$ cat src/rtl/store_narrow_if.sv
// rtl/store_narrow_if.sv - store request / memory write handshake bundle
//
// Purpose: groups the request side (datapath -> store_narrow) and the write
// side (store_narrow -> data memory) of the store-narrowing stage.
// Signals:
//   in_valid/in_ready, in_addr[ADDR_W], in_data[32], in_size[2]   request
//   out_valid/out_ready, out_addr[ADDR_W], out_wdata[32], out_be[4],
//   out_err, out_trunc                                             memory write
// Modports: master = requester/memory side, slave = store_narrow.
interface store_narrow_if #(
  parameter int ADDR_W = 32
);
  logic              in_valid;
  logic              in_ready;
  logic [ADDR_W-1:0] in_addr;
  logic [31:0]       in_data;
  logic [1:0]        in_size;
  logic              out_valid;
  logic              out_ready;
  logic [ADDR_W-1:0] out_addr;
  logic [31:0]       out_wdata;
  logic [3:0]        out_be;
  logic              out_err;
  logic              out_trunc;

  modport master (
    output in_valid, in_addr, in_data, in_size, out_ready,
    input  in_ready, out_valid, out_addr, out_wdata, out_be, out_err, out_trunc
  );

  modport slave (
    input  in_valid, in_addr, in_data, in_size, out_ready,
    output in_ready, out_valid, out_addr, out_wdata, out_be, out_err, out_trunc
  );
endinterface

$ cat src/rtl/store_narrow.sv
// rtl/store_narrow.sv - store-path narrowing, lane placement and output FIFO
//
// Purpose: narrows a 32-bit register value to byte/half/word, replicates it
// onto the little-endian byte lanes, generates byte enables, flags misaligned
// or illegal-size stores, and buffers results in a DEPTH-entry FIFO.
// Ports:
//   clk      clock, all state on rising edge
//   rst_n    asynchronous active-low reset
//   bus      store_narrow_if.slave (request in, memory write out)
//   err_cnt  count of errored entries popped, saturates at 255
// Parameters: ADDR_W byte-address width (>= 3), DEPTH FIFO entries (pow2, >= 2)
// Optional feature: define STORE_NARROW_TRUNC_CHECK_EN to compute out_trunc;
// otherwise out_trunc is tied to 0 and nothing is stored for it.
module store_narrow #(
  parameter int ADDR_W = 32,
  parameter int DEPTH  = 2
) (
  input  logic           clk,
  input  logic           rst_n,
  store_narrow_if.slave  bus,
  output logic [7:0]     err_cnt
);
  localparam int PTR_W = (DEPTH > 1) ? $clog2(DEPTH) : 1;
  localparam int CNT_W = $clog2(DEPTH + 1);
  localparam int WA_W  = ADDR_W - 2;

  // Only the word address is stored; the low two bits are always zero at the output.
  logic [WA_W-1:0]  mem_waddr [DEPTH];
  logic [31:0]      mem_wdata [DEPTH];
  logic [3:0]       mem_be    [DEPTH];
  logic             mem_err   [DEPTH];

  logic [PTR_W-1:0] wr_ptr;
  logic [PTR_W-1:0] rd_ptr;
  logic [CNT_W-1:0] count;

  logic             push;
  logic             pop;

  logic [1:0]       lane;
  logic             enc_err;
  logic [3:0]       enc_be;
  logic [31:0]      enc_wdata;

  // Handshake flags depend on registered count only, so in_ready has no
  // combinational path from out_ready.
  assign bus.in_ready  = (count != CNT_W'(DEPTH));
  assign bus.out_valid = (count != '0);
  assign push          = bus.in_valid && bus.in_ready;
  assign pop           = bus.out_valid && bus.out_ready;

  // Lane placement and alignment check on the incoming request.
  always_comb begin
    lane      = bus.in_addr[1:0];
    enc_err   = 1'b0;
    enc_be    = 4'b0000;
    enc_wdata = 32'h0;
    case (bus.in_size)
      2'b00: begin
        enc_be    = 4'b0001 << lane;
        enc_wdata = {4{bus.in_data[7:0]}};
      end
      2'b01: begin
        enc_err   = lane[0];
        enc_be    = lane[1] ? 4'b1100 : 4'b0011;
        enc_wdata = {2{bus.in_data[15:0]}};
      end
      2'b10: begin
        enc_err   = (lane != 2'b00);
        enc_be    = 4'b1111;
        enc_wdata = bus.in_data;
      end
      default: enc_err = 1'b1;
    endcase
    // Errored entries must not write anything to memory.
    if (enc_err) begin
      enc_be    = 4'b0000;
      enc_wdata = 32'h0;
    end
  end

`ifdef STORE_NARROW_TRUNC_CHECK_EN
  logic mem_trunc [DEPTH];
  logic enc_trunc;

  // Truncated when the upper bits are not a sign-extension of the stored width.
  always_comb begin
    enc_trunc = 1'b0;
    case (bus.in_size)
      2'b00:   enc_trunc = (bus.in_data[31:8]  != {24{bus.in_data[7]}});
      2'b01:   enc_trunc = (bus.in_data[31:16] != {16{bus.in_data[15]}});
      default: enc_trunc = 1'b0;
    endcase
    if (enc_err) enc_trunc = 1'b0;
  end

  always_ff @(posedge clk or negedge rst_n) begin
    if (!rst_n) begin
      for (int i = 0; i < DEPTH; i++) mem_trunc[i] <= 1'b0;
    end else if (push) begin
      mem_trunc[wr_ptr] <= enc_trunc;
    end
  end

  assign bus.out_trunc = mem_trunc[rd_ptr];
`else
  assign bus.out_trunc = 1'b0;
`endif

  // FIFO storage; cleared on reset so the head reads as all-zero.
  always_ff @(posedge clk or negedge rst_n) begin
    if (!rst_n) begin
      for (int i = 0; i < DEPTH; i++) begin
        mem_waddr[i] <= '0;
        mem_wdata[i] <= 32'h0;
        mem_be[i]    <= 4'b0000;
        mem_err[i]   <= 1'b0;
      end
    end else if (push) begin
      mem_waddr[wr_ptr] <= bus.in_addr[ADDR_W-1:2];
      mem_wdata[wr_ptr] <= enc_wdata;
      mem_be[wr_ptr]    <= enc_be;
      mem_err[wr_ptr]   <= enc_err;
    end
  end

  // Pointers wrap naturally since DEPTH is a power of two.
  always_ff @(posedge clk or negedge rst_n) begin
    if (!rst_n) begin
      wr_ptr <= '0;
      rd_ptr <= '0;
      count  <= '0;
    end else begin
      if (push) wr_ptr <= wr_ptr + PTR_W'(1);
      if (pop)  rd_ptr <= rd_ptr + PTR_W'(1);
      case ({push, pop})
        2'b10:   count <= count + CNT_W'(1);
        2'b01:   count <= count - CNT_W'(1);
        default: count <= count;
      endcase
    end
  end

  always_ff @(posedge clk or negedge rst_n) begin
    if (!rst_n) begin
      err_cnt <= 8'd0;
    end else if (pop && mem_err[rd_ptr] && (err_cnt != 8'hFF)) begin
      err_cnt <= err_cnt + 8'd1;
    end
  end

  assign bus.out_addr  = {mem_waddr[rd_ptr], 2'b00};
  assign bus.out_wdata = mem_wdata[rd_ptr];
  assign bus.out_be    = mem_be[rd_ptr];
  assign bus.out_err   = mem_err[rd_ptr];
endmodule

$ cat src/flat_wrapper.sv
// flat-port wrapper written by rule: the top's interface ports become plain ports
module store_narrow_flat 
#(
  parameter int ADDR_W = 32,
  parameter int DEPTH  = 2
)
  (clk, rst_n, err_cnt, bus_in_valid, bus_in_addr, bus_in_data, bus_in_size, bus_out_ready, bus_in_ready, bus_out_valid, bus_out_addr, bus_out_wdata, bus_out_be, bus_out_err, bus_out_trunc);
  store_narrow_if #(.ADDR_W(ADDR_W)) bus_i ();
  input  logic clk;
  input  logic rst_n;
  output logic [7:0] err_cnt;
  input wire logic [$bits(bus_i.in_valid)-1:0] bus_in_valid;
  input wire logic [$bits(bus_i.in_addr)-1:0] bus_in_addr;
  input wire logic [$bits(bus_i.in_data)-1:0] bus_in_data;
  input wire logic [$bits(bus_i.in_size)-1:0] bus_in_size;
  input wire logic [$bits(bus_i.out_ready)-1:0] bus_out_ready;
  output wire logic [$bits(bus_i.in_ready)-1:0] bus_in_ready;
  output wire logic [$bits(bus_i.out_valid)-1:0] bus_out_valid;
  output wire logic [$bits(bus_i.out_addr)-1:0] bus_out_addr;
  output wire logic [$bits(bus_i.out_wdata)-1:0] bus_out_wdata;
  output wire logic [$bits(bus_i.out_be)-1:0] bus_out_be;
  output wire logic [$bits(bus_i.out_err)-1:0] bus_out_err;
  output wire logic [$bits(bus_i.out_trunc)-1:0] bus_out_trunc;
  assign bus_i.in_valid = bus_in_valid;
  assign bus_i.in_addr = bus_in_addr;
  assign bus_i.in_data = bus_in_data;
  assign bus_i.in_size = bus_in_size;
  assign bus_i.out_ready = bus_out_ready;
  assign bus_in_ready = bus_i.in_ready;
  assign bus_out_valid = bus_i.out_valid;
  assign bus_out_addr = bus_i.out_addr;
  assign bus_out_wdata = bus_i.out_wdata;
  assign bus_out_be = bus_i.out_be;
  assign bus_out_err = bus_i.out_err;
  assign bus_out_trunc = bus_i.out_trunc;
  store_narrow #(.ADDR_W(ADDR_W), .DEPTH(DEPTH)) u_core (.clk(clk), .rst_n(rst_n), .bus(bus_i), .err_cnt(err_cnt));
endmodule
$ cat config.mk
export PLATFORM = sky130hd
export DESIGN_NAME = store_narrow_flat
export DESIGN_NICKNAME = d
export VERILOG_FILES = /design/src/rtl/store_narrow_if.sv /design/src/rtl/store_narrow.sv /design/src/flat_wrapper.sv
export SDC_FILE = /design/constraint.sdc
export NUM_CORES = 1
export LEC_CHECK = 0
export ABC_AREA = 0
export ABC_CLOCK_PERIOD_IN_PS = 1700
export BUFFER_PORTS_ARGS = -buffer_cell sky130_fd_sc_hd__clkbuf_2
export CORE_UTILIZATION = 30
export CTS_BUF_LIST = sky130_fd_sc_hd__clkbuf_4
export DETAILED_ROUTE_END_ITERATION = 10
export PLACE_DENSITY = 0.54
export SYNTH_ARGS = -nofsm -noshare
export SYNTH_HDL_FRONTEND = slang
export SYNTH_SLANG_ARGS = --single-unit
$ cat constraint.sdc
create_clock -name clk -period 1.7 [get_ports clk]
set_input_delay 0.17 -clock clk [delete_from_list [all_inputs] [get_ports clk]]
set_output_delay 0.17 -clock clk [all_outputs]
set_load 0.05 [all_outputs]
Yosys cells after proc, flatten, opt, wreduce, memory -nomap -nowiden
Index checks and enable logic that the tools add are counted.

cells by class
  add/subtract/negate cells = 5
  $mul = 0
  divide/modulo/power cells = 0
  $lt $le $gt $ge = 3
  eq/ne operators = 6
  shift-type cells = 1
  multiplexer cells = 31
  bitwise operators = 2
  reductions and logical operators = 9

operators with widths
  operator               count
  $mux W32               5
  $mux W30               4
  $pmux W32 S3           1
  $bwmux W64             1
  $bwmux W60             1
  $demux W32 S1          1
  $demux W30 S1          1
  $mux W4                6
  $pmux W4 S3            1
  $add A8 B1 Y8 const B  1
  $bwmux W8              1
  $ne A8 B8 Y1 const B   1
  $reduce_bool A2 Y1     3
  $logic_and A1 B1 Y1    5
  $demux W4 S1           1
  $eq A2 B1 Y1 const B   2
  $eq A2 B2 Y1 const B   2
  $ge A2 B2 Y1 const B   2
  $mux W1                4
  $not A1 Y2             2
  $pmux W2 S2            1
  $shl A1 B2 Y4 const A  1
  $pmux W1 S3            1
  $add A1 B1 Y1 const B  2
  7 further kinds        7

storage, ports and cells
  bits in registers = 146
  latch bits = 0
  memory bits (writable) = 0
  bits in read-only memories = 0
  output and inout bits = 80
  word-level logic and storage cells = 69
  memories = 0

Longest topological paths before layout
Gate-level depths: netlist of the first run.

  depth after elaboration = 6
  gate-level depth with buffers = 7
  depth with buffers taken out = 6

Worst setup path after synthesis of the first run
No wires, ideal clock.

  path kind = register to register
  start point = register u_core.err_cnt[0]
  end point = register u_core.err_cnt[1]
  arrival time = 1.815 ns
  required time = 1.575 ns
  setup slack = -0.240 ns
  cell stages (with the launch flop) = 5
  buffers on the path = 0
  cell sequence = dfrtp_1 ha_1 and3_1 a211oi_1 mux2_2

between the ends
  cells in the longest elaborated chain, start to end = 2

ends and longest elaborated chain
  what                                                   RTL line             text
  from (decl)                                            store_narrow.sv:21   output logic [7:0] err_cnt
  from (signal assigned)                                 store_narrow.sv:148  err_cnt <= err_cnt + 8'd1;
  branches (longest 2 deep; another with $add A8 B1 Y8)  --

Parallel ways; which one is timed is not known.
A chain may end at the register's enable or synchronous reset.

Worst setup path after layout of the first run
  start point = register u_core.rd_ptr
  end point = output bus_out_be[1]

between the ends
  cells in the longest elaborated chain, start to end = 4

ends and longest elaborated chain
  what                                         RTL line             text
  from (decl)                                  store_narrow.sv:34   logic [PTR_W-1:0] rd_ptr;
  from (signal assigned)                       store_narrow.sv:135  if (pop) rd_ptr <= rd_ptr + PTR_W'(1);
  $not A1 Y2 (implied by the code)             store_narrow.sv:154  assign bus.out_be = mem_be[rd_ptr];
  $mux W4 (implied by the code) (3 in series)  store_narrow.sv:154
  to (decl)                                    flat_wrapper.sv:21   output wire logic [$bits(bus_i.out_be)-1:0] bus_out_be;

No other way between the ends. The select of a mux whose other input is x is not followed.

==> results of run 1 <==
[cell usage after synthesis, drive strengths merged]
master	number	area share, %
o211ai	1	0.11
ha	2	0.37
a211oi	1	0.11
o2bb2ai	8	1.0
and3	2	0.18
xnor2	4	0.51
and4	1	0.13
mux2i	11	1.6
nand3	4	0.37
or2	3	0.31
a211o	1	0.13
clkbuf	19	1.0
a21oi	3	0.28
nand2b	1	0.13
nand3b	1	0.17
conb	1	0.055
buf	24	2.5
nand2	93	5.1
a31oi	3	0.28
nor4	3	0.59
mux2	130	21
nor2b	2	0.18
a22o	8	1.0
o21ai	74	5.5
xor2	5	0.64
nor2	3	0.17
dfrtp	146	54
nand4	1	0.092
a22oi	16	1.8
inv	6	0.33
nor3	2	0.15
[metal layers]
metal,wire length [µm],vias up
met1,8090,2530
met3,663,18
met5,0,-
met2,9020,115
li1,-,2489
met4,290,0
[layout by cell type, fill, tap and decap left out, types with 3 or more instances in the layout]
cell type and instances:
a22o_1 8, a22oi_1 16, a31oi_1 3, buf_12 12, buf_4 20, buf_6 5
buf_8 13, clkbuf_2 76, clkbuf_4 19, clkbuf_8 52, clkinv_2 3, clkinvlp_4 4
conb_1 3, dfrtp_1 142, dfrtp_2 3, dlygate4sd3_1 64, inv_1 4, mux2_2 124
mux2_4 4, mux2i_1 10, nand2_1 93, nand3_1 3, nor4_4 3, o21ai_0 55
o21ai_1 18, o2bb2ai_1 8, xnor2_1 4, xor2_1 5
[state kept, by name, indices dropped and copies added, names as in the netlist]
| name | flops |
|---|---|
| u_core.wr_ptr | 1 |
| u_core.count | 2 |
| u_core.err_cnt | 8 |
| u_core.mem_waddr | 60 |
| u_core.mem_err | 2 |
| u_core.mem_wdata | 64 |
| u_core.rd_ptr | 1 |
| u_core.mem_be | 8 |
[logic make-up (layout without fill, tap and decap cells)]
logic type | Yosys count | in the layout | synth area share, %
flops | 146 | 146 | 53.6
mux | 141 | 141 | 23.1
simple gates | 116 | 116 | 7.59
compound gates | 115 | 115 | 10.2
buf+inv | 49 | 283 | 3.86
xor+xnor | 9 | 9 | 1.16
fa+ha+maj | 2 | 2 | 0.367
other cells | 1 | 4 | 0.0551
[cell type report]
cell class | count | area, µm²
inverters | 6 | 25.0
fillers | 2018 | 12300
multi-input cells | 386 | 3000
clock buffers | 19 | 143
well taps | 280 | 350
flip-flops and latches | 146 | 3660
clock inverters | 13 | 135
repair buffers | 245 | 2460
diodes | 1 | 2.50
[metrics by stage]
step | utilization (%) | total power [µW] | std cells | worst slack, ns | area (µm²)
floorplan | - | 13900 | 581 | -0.00461 | 6830
global placement | 36.5 | 16400 | 990 | 0.0610 | 8030
detailed placement | 36.5 | 16500 | 990 | -0.0142 | 8030
CTS | 43.9 | 21100 | 1092 | -0.370 | 9680
global route | 44.4 | 22400 | 1096 | -0.409 | 9780
finish | 44.4 | 21200 | 1096 | -0.283 | 9780
[worst min-delay path by stage]
stage                     slack [ns]                          endpoint  cells past startpoint
after floorplan                -0.13       u_core.count[0]$_DFFE_PN0P_                      0
after global placement          0.05     u_core.err_cnt[4]$_DFFE_PN0P_                      1
after detailed placement        0.05     u_core.err_cnt[4]$_DFFE_PN0P_                      1
after CTS                      0.008  u_core.mem_wdata[59]$_DFFE_PN0P_                      4
after global routing            0.02  u_core.mem_wdata[61]$_DFFE_PN0P_                      4
final                           0.06  u_core.mem_wdata[28]$_DFFE_PN0P_                      4
[worst max-delay path, delay by kind of cell (launching register included)]
family,cells,cell delay [ns]
buf+inv,2,0.42
mux,1,0.38
flops,1,0.48
[what timing repair did]
item                                   CTS  global route
setup endpoints to repair               69            73
hold buffers                            63             1
cloned                                   1             0
resized for setup                      150            28
pin swaps                                0             4
buffers inserted                         6             2
endpoints found under the hold margin  263             1
[power by group through the flow]
| stage | clock network, µW | registers, µW | logic, µW |
|---|---|---|---|
| 6_report | 2230 | 5920 | 13000 |
| 5_1_grt | 2510 | 6170 | 13700 |
| 4_1_cts | 2360 | 5920 | 12800 |
| 3_5_place_dp | 0 | 5990 | 10500 |
| 3_3_place_gp | 0 | 5970 | 10400 |
| 2_1_floorplan | 0 | 5960 | 7930 |
==> impl_metrics.json, run 1 <==
{
  "status": "finished, violations left",
  "violations": "setup timing",
  "numCtsBuffers": 17,
  "worst-path-max-fanout": 32,
  "path_clk_slew_ns": 0.12,
  "p_sw_share_pct": 44.7,
  "path_cells": "buf_12, mux2_2, buf_4",
  "syn_area_um2": 6810,
  "busiest_layer": "met2",
  "via_per_inst": 4.70,
  "power_switching_uw": 9460,
  "fin_crit_sh_pct": 117,
  "met2_usage_pct": 26.1,
  "clkSinkCount": 146,
  "num_rows": 54,
  "final_hold_viol_count": 0,
  "pwr_density_cell_nw_per_um2": 2160,
  "clock-root-buffer": "clkbuf_4",
  "finClkSkew_ns": 0.0266,
  "detailedPlacementHpwl_um": 11900,
  "crit_slowest_cell": "dfrtp_4",
  "io_pins": 150,
  "worst-setup-path-type": "register to output port",
  "slew_headroom_pct": 50.3,
  "die_h_um": 153,
  "fmax_mhz": 504,
  "wl_per_cell_um": 16.5,
  "reg2reg_from": "u_core.rd_ptr$_DFFE_PN0P_",
  "htree_levels": 4,
  "crit_required_ns": 1.53,
  "ant_nets": 0,
  "synth-warning-count": 0,
  "critPathLaunch": "u_core.rd_ptr$_DFFE_PN0P_",
  "grt_max_degree": 58,
  "hold_path_class": "input port to register",
  "layout_setup_ws_ns": -0.283,
  "rsz0062_at_grt": "true",
  "power_leakage_uw": 0.00445,
  "cp-endpoint": "bus_out_be[1]",
  "syn-instance-count": 579,
  "io_buffers": 146,
  "core-area_um2": 22000,
  "hold-worst-slack_ns": 0.0568,
  "grt_overflow": 0,
  "ir_drop_v": 0.00137,
  "p_int_uw": 11700,
  "grt_use_met1_pct": 21.2,
  "drtPass1Iterations": 7,
  "hold_path_startpoint": "bus_in_data[28]",
  "reg2reg_depth": 7,
  "syn_area_per_cell_um2": 11.8,
  "yosysUniqueCellTypes": 43,
  "worst_slew_pin_slew_ns": 0.745,
  "clk_path_buf_depth": 2,
  "max-cap-violations": 0,
  "ys_ff_latch": 146,
  "rrSetupSlack_ns": -0.21,
  "r2r_end": "u_core.err_cnt[1]$_DFFE_PN0P_",
  "die_w_um": 153,
  "nets": 874,
  "ys_seq_area_share_pct": 53.6,
  "drc": 0,
  "p_seq_share_pct": 28.0,
  "finalCriticalPeriod_ns": 1.98,
  "clock_latency_ns": 0.54,
  "clkPwrFrac_pct": 10.5,
  "via_count": 5152,
  "cts_tree": "built",
  "slew_viol_final": 0,
  "finalSetupTns_ns": -16.56,
  "start_util_pct": 30.9,
  "grt_usage_pct": 16.2,
  "die_area_um2": 23300,
  "met3_usage_pct": 3.70,
  "drt_wl_total_um": 18100,
  "cp.arrival_ns": 1.81,
  "antenna_found_initial": 1,
  "areaGrowthSynthToFinish_pct": 43.5,
  "pwr-share-comb_pct": 61.5,
  "drt_first_iter_violations": 232,
  "slowest_delay_ns": 0.48,
  "worstSetupEndpointType": "output port",
  "grt_pass1_vias": 5366,
  "cp-start-kind": "register",
  "final_layout_size_suffix_gt1_share_pct": 44.4,
  "finalSetupViolCount": 72,
  "finalWeightedCongestion": 0.765,
  "grt_pass1_wl_um": 29500
}
(Power assumes the default switching activity.)
==> inputs of run 2 (changes only) <==
--- a/config.mk
+++ b/config.mk
@@ -5,7 +5,7 @@
 export SDC_FILE = /design/constraint.sdc
 export NUM_CORES = 1
 export LEC_CHECK = 0
-export ABC_AREA = 0
+export ABC_AREA = 1
 export ABC_CLOCK_PERIOD_IN_PS = 1700
 export BUFFER_PORTS_ARGS = -buffer_cell sky130_fd_sc_hd__clkbuf_2
 export CORE_UTILIZATION = 30
==> impl_metrics.json, run 2 <==
{
  "die_area_um2": 24200,
  "numCtsBuffers": 17,
  "io_buffers": 146,
  "synthFlopType": "dfrtp_1",
  "violations": "setup timing",
  "crit_buf_inv": 3,
  "layout_setup_ws_ns": -0.285,
  "largest_register_ffs": 64,
  "p_sw_share_pct": 47.9,
  "wl_per_cell_um": 15.3,
  "syn_area_um2": 7060,
  "ir_drop_v": 0.00132,
  "clkPwrFrac_pct": 10.5,
  "ant_nets": 0,
  "finalWeightedCongestion": 0.873,
  "p_total_uw": 22500,
  "register_area_um2": 3660,
  "synthTopCellsByCount": "475 x nand2_1, 146 x dfrtp_1, 87 x nand3_1",
  "grt_max_degree": 66,
  "clock-root-buffer": "clkbuf_4",
  "finClkSkew_ns": 0.0214,
  "detailedPlacementHpwl_um": 13500,
  "yosysUniqueCellTypes": 23,
  "fillers": 2255,
  "final_common_cell": "nand2_1",
  "final_layout_size_suffix_gt1_share_pct": 24.3,
  "cts_tree": "built",
  "core-area_um2": 22800,
  "crit_required_ns": 1.53,
  "regMostFlops": "u_core.mem_wdata",
  "final_hold_viol_count": 0,
  "slowest_delay_ns": 0.57,
  "syn_area_per_cell_um2": 7.51,
  "rsz0062_at_grt": "true",
  "pwr-share-comb_pct": 63.5,
  "p_int_uw": 11700,
  "crit_slowest_cell": "dfrtp_4",
  "drt_wl_total_um": 22700,
  "worstSetupEndpointType": "output port",
  "areaGrowthSynthToFinish_pct": 50.2,
  "path_clk_slew_ns": 0.12,
  "yosys-top-cells-area": "dfrtp_1 52%, nand2_1 25%, nand3_1 6.2%",
  "synth-warning-count": 0,
  "worst-setup-path-type": "register to output port",
  "hold_path_class": "input port to register",
  "fmax_mhz": 504,
  "clk_path_buf_depth": 2,
  "die_w_um": 155,
  "power_leakage_uw": 0.00541,
  "syn-instance-count": 941,
  "power_switching_uw": 10800,
  "cp-start-kind": "register",
  "place_area_um2": 8570,
  "pwr_density_cell_nw_per_um2": 2130,
  "crit_top_cell": "buf_12",
  "synth.top_cell.area_share_pct": 51.7,
  "grt_pass1_wl_um": 35700,
  "synth-async-reset-ratio_pct": 100,
  "multi_input_area_um2": 3270,
  "finalCriticalPeriod_ns": 1.98,
  "slew_viol_final": 0,
  "ys_ff_latch": 146,
  "grt_usage_pct": 19.1,
  "path_cells": "buf_12, buf_12, o21ai_2, buf_8",
  "finalSetupViolCount": 67,
  "yosys.cell_count.top_type": "nand2_1",
  "htree_levels": 4,
  "max-cap-violations": 0,
  "cp.arrival_ns": 1.81,
  "yosys.area.top_type": "dfrtp_1",
  "ys_seq_area_share_pct": 51.7,
  "antenna_found_initial": 1,
  "top_regs": "u_core.mem_wdata (64), u_core.mem_waddr (60)",
  "postLayoutCellArea_um2": 10600,
  "crit_family": "flip-flops",
  "clock_latency_ns": 0.56,
  "finalSetupTns_ns": -16.04,
  "hold-worst-slack_ns": 0.0633,
  "drtPass1Iterations": 5,
  "clkSinkCount": 146,
  "start_util_pct": 30.9,
  "fin_crit_sh_pct": 117,
  "nets": 1229,
  "drc": 0,
  "io_pins": 150,
  "p_seq_share_pct": 26.0,
  "rrSetupSlack_ns": 0.16,
  "final_cell_mix": "452 x nand2_1, 144 x dfrtp_1, 87 x nand3_1",
  "grt_pass1_vias": 6846,
  "num_rows": 55,
  "synth_edf_count": 0,
  "drt_first_iter_violations": 386,
  "die_h_um": 155,
  "worst-path-max-fanout": 20,
  "status": "finished, violations left",
  "grt_overflow": 0,
  "via_per_inst": 4.62,
  "via_count": 6849
}
## run 2: cell count changes after synthesis, moves of 11 or more
cell	previous run	this run
mux2i_1	11	0
o21ai_0	55	73
mux2_2	128	0
nand3_1	3	87
nand2_1	93	475
inv_1	5	52
nor2_1	3	14
a22oi_1	16	0
## run 2: metal layers
layer,wire length [µm],GRT usage [%]
met5,0,0
met4,809,10.2
met3,1060,3.82
met2,10900,31.0
met1,9880,24.0
## run 2: path summary, 6_finish.rpt
kind                                                   start                          endpoint  cells past startpoint
min in group asynchronous                              rst_n  u_core.mem_wdata[17]$_DFFE_PN0P_                      2
worst min register to register  u_core.mem_be[3]$_DFFE_PN0P_      u_core.mem_be[3]$_DFFE_PN0P_                      2
worst max-delay path               u_core.rd_ptr$_DFFE_PN0P_                   bus_out_addr[2]                      4
max in group asynchronous                              rst_n         u_core.rd_ptr$_DFFE_PN0P_                      3
worst max register to register     u_core.rd_ptr$_DFFE_PN0P_     u_core.err_cnt[0]$_DFFE_PN0P_                      8
worst min-delay path                         bus_in_data[25]  u_core.mem_wdata[57]$_DFFE_PN0P_                      5
## run 2: what timing repair did
action | in CTS | in global routing
pin swaps | 5 | 8
cloned | 3 | 4
setup buffers | 1 | 3
setup endpoints to repair | 67 | 69
resized for setup | 150 | 82
endpoints found under the hold margin | 270 | 0
hold buffers | 72 | 0
## run 2: power by group through the flow
stage	combinational (µW)	sequential [µW]	clock (µW)
global placement	11000	5820	0
CTS	13100	5820	2460
floorplan	7250	5780	0
global route	15200	6060	2600
detailed placement	11000	5850	0
finish	14300	5870	2370
## run 2: area by class of cell
cell class | count | area share (%)
timing repair buffer | 249 | 26.1
clock inverter | 13 | 1.52
tap | 313 | 3.69
multi-input combinational | 687 | 30.8
inverter | 56 | 2.03
antenna | 1 | 0.0236
clock buffer | 19 | 1.34
sequential | 146 | 34.5
## run 2: logic make-up (layout without fill, tap and decap cells)
kind of cell    after synthesis  after routing  share of synthesized area, %
compound gates               92             92                          6.54
xor+xnor                      6              6                         0.744
flops                       146            146                          51.7
simple gates                584            584                          33.3
other cells                   1              4                        0.0531
fa+ha+maj                     2              2                         0.354
buf+inv                     110            337                          7.32
## run 2: metrics by stage
stage | setup slack [ns] | util, % | instances
3_5_place_dp | 0.141 | 37.5 | 1368
4_1_cts | -0.346 | 44.8 | 1476
2_1_floorplan | -0.258 | - | 943
6_report | -0.285 | 46.4 | 1484
3_3_place_gp | 0.145 | 37.5 | 1368
5_1_grt | -0.374 | 46.4 | 1484
## run 2: tightest hold or removal path: cells and delay by family
family        cells  cell delay (ns)
simple gates      4             0.32
buf+inv           1             0.08
